<file path="src/rtl/nl_writeback_arbiter.sv">
// Arbitrates the nonlinear-block write stream (buffered in a small FIFO) against
// MAC-array writes onto the single activation-memory write port; flags job completion.
module nl_writeback_arbiter #(
  parameter int DATA_WIDTH = 32,
  parameter int ADDR_WIDTH = 15,
  parameter int FIFO_DEPTH = 4
) (
  input  logic                  clk,
  input  logic                  reset,
  input  logic                  enable_nonlinear_block,
  input  logic                  nl_wr_en,
  input  logic [ADDR_WIDTH-1:0] nl_wr_addr,
  input  logic [DATA_WIDTH-1:0] nl_wr_data,
  input  logic                  nl_finished_activation,
  input  logic                  array_wr_en,
  input  logic [ADDR_WIDTH-1:0] array_wr_addr,
  input  logic [DATA_WIDTH-1:0] array_wr_data,
  output logic                  mem_wr_en,
  output logic [ADDR_WIDTH-1:0] mem_wr_addr,
  output logic [DATA_WIDTH-1:0] mem_wr_data,
  output logic                  fifo_full,
  output logic                  fifo_overflow,
  output logic                  writeback_done
);

  localparam int PTR_W = (FIFO_DEPTH > 1) ? $clog2(FIFO_DEPTH) : 1;
  localparam int CNT_W = $clog2(FIFO_DEPTH + 1);

  typedef enum logic [1:0] {IDLE, ACTIVE, DRAIN, DONE} state_t;

  state_t             state, state_nxt;
  logic               en_d;
  logic [PTR_W-1:0]   wr_ptr, rd_ptr;
  logic [CNT_W-1:0]   count;
  logic [ADDR_WIDTH-1:0] addr_mem [FIFO_DEPTH];
  logic [DATA_WIDTH-1:0] data_mem [FIFO_DEPTH];

  logic start, running, abort, flush;
  logic push_req, push, pop, drop;

  assign start    = enable_nonlinear_block & ~en_d;
  assign running  = (state == ACTIVE) || (state == DRAIN);
  assign abort    = running & ~enable_nonlinear_block;
  assign flush    = ((state == IDLE) & start) | abort;

  assign fifo_full = (count == CNT_W'(FIFO_DEPTH));
  assign push_req  = nl_wr_en & running;
  assign pop       = (count != '0) & ~array_wr_en;
  // A full FIFO still accepts a push when the head leaves in the same cycle.
  assign push      = push_req & (~fifo_full | pop);
  assign drop      = push_req & fifo_full & ~pop;

  assign writeback_done = (state == DONE);

  // NOTE: always_comb assigns every output a default first so no latch is inferred.
  always_comb begin
    state_nxt = state;
    case (state)
      IDLE:   if (start) state_nxt = ACTIVE;
      ACTIVE: begin
        if (!enable_nonlinear_block)     state_nxt = IDLE;
        else if (nl_finished_activation) state_nxt = DRAIN;
      end
      DRAIN: begin
        if (!enable_nonlinear_block)            state_nxt = IDLE;
        else if (count == '0 && !push && !pop)  state_nxt = DONE;
      end
      DONE:    state_nxt = IDLE;
      default: state_nxt = IDLE;
    endcase
  end

  // NOTE: sequential state uses non-blocking assignments so every register samples pre-edge values.
  always_ff @(posedge clk or posedge reset) begin
    if (reset) begin
      state <= IDLE;
      en_d  <= 1'b0;
    end else begin
      state <= state_nxt;
      en_d  <= enable_nonlinear_block;
    end
  end

  always_ff @(posedge clk or posedge reset) begin
    if (reset) begin
      wr_ptr        <= '0;
      rd_ptr        <= '0;
      count         <= '0;
      fifo_overflow <= 1'b0;
    end else if (flush) begin
      wr_ptr <= '0;
      rd_ptr <= '0;
      count  <= '0;
      if (!abort) fifo_overflow <= 1'b0;
    end else begin
      if (push) wr_ptr <= wr_ptr + PTR_W'(1);
      if (pop)  rd_ptr <= rd_ptr + PTR_W'(1);
      case ({push, pop})
        2'b10:   count <= count + CNT_W'(1);
        2'b01:   count <= count - CNT_W'(1);
        default: count <= count;
      endcase
      if (drop) fifo_overflow <= 1'b1;
    end
  end

  // NOTE: FIFO storage is not reset; count and pointers alone define which entries are valid.
  always_ff @(posedge clk) begin
    if (push && !flush) begin
      addr_mem[wr_ptr] <= nl_wr_addr;
      data_mem[wr_ptr] <= nl_wr_data;
    end
  end

  // Array writes always win; the FIFO head only moves on array-idle cycles.
  always_ff @(posedge clk or posedge reset) begin
    if (reset) begin
      mem_wr_en   <= 1'b0;
      mem_wr_addr <= '0;
      mem_wr_data <= '0;
    end else if (array_wr_en) begin
      mem_wr_en   <= 1'b1;
      mem_wr_addr <= array_wr_addr;
      mem_wr_data <= array_wr_data;
    end else if (pop) begin
      mem_wr_en   <= 1'b1;
      mem_wr_addr <= addr_mem[rd_ptr];
      mem_wr_data <= data_mem[rd_ptr];
    end else begin
      mem_wr_en   <= 1'b0;
    end
  end

endmodule
</file>
<file path="config.mk">
export PLATFORM = sky130hd
export DESIGN_NAME = nl_writeback_arbiter
export DESIGN_NICKNAME = d
export VERILOG_FILES = /design/src/rtl/nl_writeback_arbiter.sv
export SDC_FILE = /design/constraint.sdc
export NUM_CORES = 1
export LEC_CHECK = 0
export ABC_AREA = 1
export ABC_CLOCK_PERIOD_IN_PS = 7750
export BUFFER_PORTS_ARGS = -buffer_cell sky130_fd_sc_hd__buf_2
export CAP_MARGIN = 5
export CORE_MARGIN = 4
export CORE_UTILIZATION = 60
export DETAILED_ROUTE_END_ITERATION = 10
export GPL_TIMING_DRIVEN = 0
export MAX_ROUTING_LAYER = met4
export PLACE_DENSITY = 0.8
export SLEW_MARGIN = 20
export SYNTH_ARGS = -nofsm -noshare
export SYNTH_HDL_FRONTEND = slang
export SYNTH_SLANG_ARGS = --single-unit
export TNS_END_PERCENT = 50
</file>
<file path="constraint.sdc">
create_clock -name clk -period 7.75 [get_ports clk]
set_clock_uncertainty 0.1 [all_clocks]
set_input_delay 0.775 -clock clk [delete_from_list [all_inputs] [get_ports clk]]
set_output_delay 0.775 -clock clk [all_outputs]
set_load 0.01 [all_outputs]
</file>
* Word-level counts from Yosys, hierarchy flattened
Memories as Yosys holds them, arrays and structs flattened. Cells that the tools add are included.
Storage, ports and cells: register bits 59, memory bits (writable) 188, input bits 100, output and inout port bits 51, word-level logic and storage cells 80, memories kept 2
Memory list:
- data_mem | depth 4, bits a word 32, rd ports 1, clocked after memory_dff 0, write ports 1, line 36 | logic [DATA_WIDTH-1:0] data_mem [FIFO_DEPTH];
- addr_mem | depth 4, bits a word 15, rd ports 1, clocked after memory_dff 0, write ports 1, line 35 | logic [ADDR_WIDTH-1:0] addr_mem [FIFO_DEPTH];
Cells by class: $add $sub $neg 4, eq/ne operators 10, mux-type cells 23, bitwise logic cells 15, reductions and logical operators 17
Operators by type and width (number):
- two-way mux 32 bit | 2
- two-way mux 15 bit | 2
- two-way mux 2 bit | 9
- bitwise AND 1 bit | 8
- one-hot mux 2 bit (4 select lines) | 1
- nonzero test 2 bit | 4
- two-way mux 1 bit | 7
- == test 2 bit (second input constant) | 3
- one-hot mux 3 bit (2 select lines) | 1
- nonzero test 3 bit | 2
- NOT 1 bit | 5
- adder 2 x 1 -> 2 bit (second input constant) | 2
- == test 2 x 1 -> 1 bit (second input constant) | 2
- != test 2 bit (second input constant) | 2
- adder 3 x 1 -> 3 bit (second input constant) | 1
- == test 3 bit (second input constant) | 1
- logical AND 1 bit | 3
- logical NOT 1 bit | 3
- logical NOT 3 bit | 1
- two-way mux 3 bit | 1
- != test 3 x 2 -> 1 bit (second input constant) | 1
- != test 3 bit (second input constant) | 1
- AND reduction 3 bit | 1
- subtractor 3 x 1 -> 3 bit (second input constant) | 1
- other kinds (4) | 5

* Logic depth before layout (Yosys ltp)
Gate-level depths: netlist of run 1.
word-level depth 10, depth in mapped cells 13

* Least setup slack after synthesis of run 1
No wires, ideal clock.
kind input -> register, start input nl_wr_en, end memory addr_mem[0][0], enable pin, library setup time 0.452 ns, arrival time 3.171 ns, required time 7.198 ns, path slack 4.028 ns, stages 6, path buffers 0, path through nand2_1 -> inv_1 -> nand2_1 -> inv_1 -> nand2_1 -> nor2_1
Between the ends: longest elaborated chain between the ends 5
Ends and longest elaborated chain:
- start: declaration | line 11 | input logic nl_wr_en,
- bitwise AND 1 bit | line 47 | assign push_req = nl_wr_en & running;
- bitwise AND 1 bit | line 50 | assign push = push_req & (~fifo_full | pop);
- logical AND 1 bit | line 109 | if (push && !flush) begin
- two-way mux 1 bit | line 109
- two-way mux 1 bit (implied by the code) | line 110 | addr_mem[wr_ptr] <= nl_wr_addr;
- end: declaration | line 35
Every way passes these cells.

* Final worst setup path of run 1
start register state[0], end memory addr_mem[1][14], enable pin
Between the ends: longest elaborated chain between the ends 8, elaborated cells on any way between the ends 13
Ends and longest elaborated chain:
- start: declaration | line 31 | state_t state, state_nxt;
- start signal: assignment | line 79 | state <= state_nxt;
- == test 2 x 1 -> 1 bit or == test 2 bit (tied branches) | line 42 | assign running = (state == ACTIVE) || (state == DRAIN);
- logical OR 1 bit | line 42
- bitwise AND 1 bit | line 43 | assign abort = running & ~enable_nonlinear_block;
- bitwise OR 1 bit | line 44 | assign flush = ((state == IDLE) & start) | abort;
- logical NOT 1 bit | line 109
- logical AND 1 bit (*) | line 109
- two-way mux 1 bit (*) | line 109
- two-way mux 1 bit (implied by the code) (*) | line 110
Mark *: on every way between the ends. The rest lies on a longest branch, timed or not.

==> impl_metrics.ini, run 1 <==
[run_status]
status = completed

[global_route]
antenna_found_initial = 5
grt_use_total = 0.261
grt_overflow = 0
grt_pass1_wl_mm = 38.8
grt_pass1_vias = 7388
grt_max_degree = 41

[timing]
worst_hold_slack_ns = 0.126
fin_crit_ns = 2.72
slew-limit-headroom = 0.614
fmaxAchievable_mhz = 368
worst_pin_slew_ns = 0.580
setup_viol = 0
min_period_over_period = 0.351
slew_violations = 0
hold_viol_final = 0
finalSetupTns_ns = 0
rsz0062_at_grt = false

[detailed_routing]
num_vias = 7491
wirelength_mm = 24.8
ant_nets = 0
drt-initial-drc-count = 760
dr.pass1.iters = 5
wl_per_cell_microns = 17.9
via_per_inst = 5.41
drc = 0

[setup_path]
cp_max_fo = 21
path_buf_inv = 5
worst_setup_path_start_kind = flip-flop
cpPeakStageDelay_ns = 0.41
path_cells = inv_1, ha_1, nand2_1, inv_1, nand2_1, inv_1, nand2_1, nor2_4, buf_16, buf_12
critPathRequiredTime_ns = 7.86
worstPathArrival_ns = 2.83
crit_type = reg2reg
crit_path_top_delay_cell = dfrtp_1
worst_path_dominant_cell_family = simple AND/OR/NAND/NOR gates
cp-end-kind = flip-flop

[floorplan]
die_h_microns = 139
die-area_sq_um = 19300
row_count = 47
die_w_microns = 139
start_util = 0.616
core_area_sq_um = 16700
pin_count = 151

[synth]
ys_seq_area_frac = 0.692
avgSynthCellArea_sq_um = 10.8
ys.flop_type = edfxtp_1
syn_inst = 956
async_reset_ff_frac = 0.239
synth_area_sq_um = 10300
synthDistinctLibCells = 25
synth-seq-cells = 247
synth.most_common_cell = nor2_1
synth_top_area_frac = 0.549
synth_largest_area_cell = edfxtp_1
synth_nets = 1065
synthTopCellsByCount = nor2_1 (196), edfxtp_1 (188), nand2_1 (164)
yosysWarnings = 0
yosys-top-cells-area = edfxtp_1 (55%), dfrtp_1 (14%), nor2_1 (7.1%), nand2_1 (6.0%), o21ai_0 (4.6%)
synth_edf_count = 188

[pwr]
peakVddDrop_uv = 195
p_clk_frac = 0.270
internal_power_mw = 2.89
powerDensity_nw_per_um2 = 353
switching_power_mw = 1.48
leakage_nw = 5.22
swShare = 0.339
p_seq_frac = 0.411
total_power_mw = 4.37
power_frac_comb = 0.319

[clock_network]
cts.clk_slew.worst_paths_ns = 0.06
clock_sinks = 247
numCtsBuffers = 24
post_cts_buffers = 0
htree_levels = 1
cts_tree = yes
root_buffer = clkbuf_16
clk_path_buf_depth = 3
clk_latency_ns = 0.51
ctsHoldBuffers = 0
cts_resized = 0

[placement]
portBuffers = 150
hpwl_mm = 16.1
place_congestion = 0.817

[layout]
finalNetCount = 1250
drive_above_1_share = 0.221
nFillCells = 1119
area_growth_pct = 20.2

[worst_hold_path]
hold_class = in2async

[job]
cap_violations = 0
## metrics by stage
step | utilization | worst slack [ns] | instance area [sq um] | cells
2_1_floorplan | - | 4.03 | 10300 | 956
3_3_place_gp | 0.678 | 2.29 | 11300 | 1326
3_5_place_dp | 0.692 | 4.96 | 11600 | 1335
4_1_cts | 0.740 | 5.07 | 12400 | 1379
5_1_grt | 0.741 | 4.91 | 12400 | 1384
6_report | 0.741 | 5.03 | 12400 | 1385
## area by class of cell
| cell class | count | area, sq um | area share |
|---|---|---|---|
| diodes | 6 | 15.0 | 0.00121 |
| repair buffers | 159 | 953 | 0.0771 |
| flip-flops and latches | 247 | 7120 | 0.576 |
| multi-input cells | 586 | 2610 | 0.211 |
| clock buffers | 30 | 664 | 0.0537 |
| inverters | 72 | 274 | 0.0221 |
| plain buffers | 51 | 323 | 0.0261 |
| clock inverters | 14 | 139 | 0.0112 |
| well taps | 220 | 275 | 0.0222 |
## power groups by stage
| stage | clock network [mW] | logic, mW | registers (mW) |
|---|---|---|---|
| floorplan | 0 | 0.803 | 1.88 |
| CTS | 1.18 | 1.40 | 1.79 |
| global route | 1.24 | 1.56 | 1.82 |
| finish | 1.18 | 1.40 | 1.79 |
| detailed placement | 0 | 1.39 | 1.82 |
| global placement | 0 | 1.29 | 1.82 |
## layer usage
| metal | vias to the layer above | global-route usage | wire length, microns |
|---|---|---|---|
| met5 | - | - | 0 |
| met4 | 0 | 0.0901 | 655 |
| met3 | 51 | 0.0521 | 2380 |
| met2 | 366 | 0.419 | 12000 |
| met1 | 3491 | 0.336 | 9770 |
| li1 | 3583 | - | - |
## layout by cell type (no fill, tap or decap), types with 2 or more instances in the layout
master,n
nand3_1,12
inv_2,12
clkinv_1,5
nor2_1,192
buf_6,11
buf_4,5
diode_2,6
o21ai_0,95
inv_1,58
edfxtp_1,188
clkinv_2,7
nor2_4,5
buf_16,3
bufinv_16,3
clkbuf_1,11
o21ai_1,53
clkbuf_2,2
clkbuf_16,25
ha_1,8
buf_2,172
dfrtp_1,59
nand2_1,164
buf_1,3
a21oi_1,51
buf_12,6
clkbuf_8,2
## worst paths after layout
kind                                   startpoint         endpoint  slack [ns]  depth (start not counted)
setup reg to reg                         state[0]  addr_mem[1][14]        5.03                         10
min in group clk           enable_nonlinear_block             en_d        0.35                          1
hold reg to reg                     fifo_overflow    fifo_overflow        0.39                          2
hold / removal                              reset   mem_wr_addr[9]        0.13                          2
max in group asynchronous                   reset  mem_wr_data[19]        6.89                          3
setup / recovery                         state[0]  addr_mem[1][14]        5.03                         10
## registers in the layout, indices dropped and copies added (netlist names)
| register | flops |
|---|---|
| wr_ptr | 2 |
| fifo_overflow | 1 |
| rd_ptr | 2 |
| mem_wr_data | 32 |
| mem_wr_addr | 15 |
| mem_wr_en | 1 |
| data_mem | 128 |
| en_d | 1 |
| count | 3 |
| state | 2 |
| addr_mem | 60 |
## worst reg2reg max path, stage by stage (launching register included)
cell and delay, ns:
dfrtp_1 0.41, inv_1 0.09, ha_1 0.30, nand2_1 0.13, inv_1 0.11, nand2_1 0.07, inv_1 0.11, nand2_1 0.24
nor2_4 0.40, buf_16 0.23, buf_12 0.21
## cells by family (layout without fill, tap and decap cells)
family,after synthesis,count (layout),synth area share
compound gates,201,201,0.0982
fa+ha+maj,9,9,0.0117
buf+inv,123,326,0.0577
flops,247,247,0.692
other cells,0,6,0
simple gates,376,376,0.140
Note: power is estimated with default switching activity, not from simulation.
==> run 2: changes to the inputs <==
--- a/config.mk
+++ b/config.mk
@@ -6,15 +6,15 @@
 export NUM_CORES = 1
 export LEC_CHECK = 0
 export ABC_AREA = 1
-export ABC_CLOCK_PERIOD_IN_PS = 7750
+export ABC_CLOCK_PERIOD_IN_PS = 2200
 export BUFFER_PORTS_ARGS = -buffer_cell sky130_fd_sc_hd__buf_2
 export CAP_MARGIN = 5
 export CORE_MARGIN = 4
-export CORE_UTILIZATION = 60
+export CORE_UTILIZATION = 51
 export DETAILED_ROUTE_END_ITERATION = 10
 export GPL_TIMING_DRIVEN = 0
 export MAX_ROUTING_LAYER = met4
-export PLACE_DENSITY = 0.8
+export PLACE_DENSITY = 0.72
 export SLEW_MARGIN = 20
 export SYNTH_ARGS = -nofsm -noshare
 export SYNTH_HDL_FRONTEND = slang
==> constraint.sdc (replaced) <==
create_clock -name clk -period 2.2 [get_ports clk]
set_clock_uncertainty 0.1 [all_clocks]
set_input_delay 0.22 -clock clk [delete_from_list [all_inputs] [get_ports clk]]
set_output_delay 0.22 -clock clk [all_outputs]
set_load 0.01 [all_outputs]
==> impl_metrics.ini, run 2 (synthesis gave the netlist of run 1 again) <==
[setup_path]
worst_setup_path_start_kind = flip-flop
worstPathArrival_ns = 2.19
critPathRequiredTime_ns = 2.32
crit_type = reg2reg
cp_max_fo = 18
cp-end-kind = flip-flop

[timing]
rsz0062_at_grt = false
slew_violations = 0
setup_viol = 0
worst_hold_slack_ns = 0.0916
slew-limit-headroom = 0.588
worst_pin_slew_ns = 0.618
fin_crit_ns = 2.08
layout_setup_ws_ns = 0.122
min_period_over_period = 0.945
hold_viol_final = 0
fmaxAchievable_mhz = 481

[detailed_routing]
num_vias = 7784
dr.pass1.iters = 5
wirelength_mm = 26.1
drt-initial-drc-count = 595
drc = 0
wl_per_cell_microns = 17.1
via_per_inst = 5.08
ant_nets = 0

[pwr]
peakVddDrop_uv = 713
powerDensity_nw_per_um2 = 1160
leakage_nw = 5.67

[clock_network]
clk_latency_ns = 0.51
cts.clk_slew.worst_paths_ns = 0.06
htree_levels = 1
numCtsBuffers = 25
clock_sinks = 247
clk_path_buf_depth = 3
cts_tree = yes
root_buffer = clkbuf_16

[placement]
pre_cts_ws_ns = -0.276
dpl-instance-area_sq_um = 11700
place_congestion = 0.829
portBuffers = 150
hpwl_mm = 16.3

[layout]
multi_input_area_sq_um = 2660
area.sequential_sq_um = 7120
finalNetCount = 1356
final_util = 0.689
drive_above_1_share = 0.218
area_growth_pct = 31.7
regMostFlops = data_mem
reg_top3 = data_mem x128, addr_mem x60, mem_wr_data x32
final_cell_mix = nor2_1 (191), edfxtp_1 (188), buf_2 (172), nand2_1 (160), dlygate4sd3_1 (98)
largest_register_ffs = 128
final_common_cell = nor2_1
nFillCells = 1437
fin_area_sq_um = 13600

[run_status]
status = completed

[floorplan]
pin_count = 151
start_util = 0.524
die_w_microns = 150
die-area_sq_um = 22500
core_area_sq_um = 19700
die_h_microns = 150
row_count = 51

[global_route]
antenna_found_initial = 2
grt_pass1_wl_mm = 40.5
grt_max_degree = 44
grt_overflow = 0
grt_use_total = 0.239
grt_pass1_vias = 7670

[job]
cap_violations = 0

[worst_hold_path]
hold_class = in2reg
run 2: cell types whose count changed in the layout (fill, tap and decap cells not counted), moves of 4 or more:
cell / previous run / this run
buf_4: 5 / 11
buf_12: 6 / 2
clkinvlp_4: 0 / 4
dlygate4sd3_1: 0 / 98
inv_1: 58 / 54
nand2_1: 164 / 160
diode_2: 6 / 2
buf_16: 3 / 8
run 2: what timing repair did:
action	in CTS	in global routing
pin swaps	4	2
hold buffers	98	0
resized for setup	2	3
buffers inserted	2	5
endpoints found under the hold margin	298	0
setup endpoints to repair	107	76
run 2: final timing paths:
kind | slack, ns | cells after the start | from | to
setup / recovery | 0.12 | 10 | state[1] | data_mem[3][23]
hold / removal | 0.09 | 6 | nl_finished_activation | state[0]
setup reg to reg | 0.12 | 10 | state[1] | data_mem[3][23]
hold reg to reg | 0.42 | 2 | mem_wr_addr[9] | mem_wr_addr[9]
max in group asynchronous | 1.36 | 4 | reset | mem_wr_data[27]
min in group asynchronous | 0.11 | 3 | reset | mem_wr_addr[11]
run 2: where the power goes:
group	leakage [nW]	switching [mW]	internal [mW]	total, mW
Sequential	2.40	0.373	5.95	6.32
Clock	0.379	1.73	2.39	4.12
Combinational	2.89	3.30	1.98	5.27
Total	5.67	5.40	10.3	15.7
run 2: layer usage:
metal	vias to the layer above	part of all wire	routed length, microns	track usage
li1	3784	-	-	-
met1	3691	0.43	11300	0.318
met2	272	0.48	12700	0.395
met3	37	0.065	1700	0.0354
met4	0	0.016	427	0.0517
met5	-	0	0	-
run 2: stage by stage:
stage | power, mW | setup TNS (ns) | instances
2_1_floorplan | 9.52 | -13.38 | 956
3_3_place_gp | 11.1 | -160.83 | 1371
3_5_place_dp | 11.4 | -14.06 | 1380
4_1_cts | 15.7 | -2.19 | 1524
5_1_grt | 16.6 | 0 | 1531
6_report | 15.7 | 0 | 1531
run 2: layout make-up:
cell class              instances  share of cell area
clock buffers                  30              0.0490
diodes                          2            0.000369
multi-input cells             586               0.196
inverters                      72              0.0206
clock inverters                14             0.00970
well taps                     265              0.0245
flip-flops and latches        247               0.526
plain buffers                  51              0.0238
repair buffers                264               0.150
run 2: critical path: stages (launching register included):
cell and delay [ns]:
dfrtp_1 0.42, inv_2 0.07, ha_4 0.28, nand2_4 0.06, inv_2 0.06, nand2_2 0.07, inv_4 0.10, nand2_8 0.08
nor2_4 0.17, buf_16 0.19, buf_16 0.18
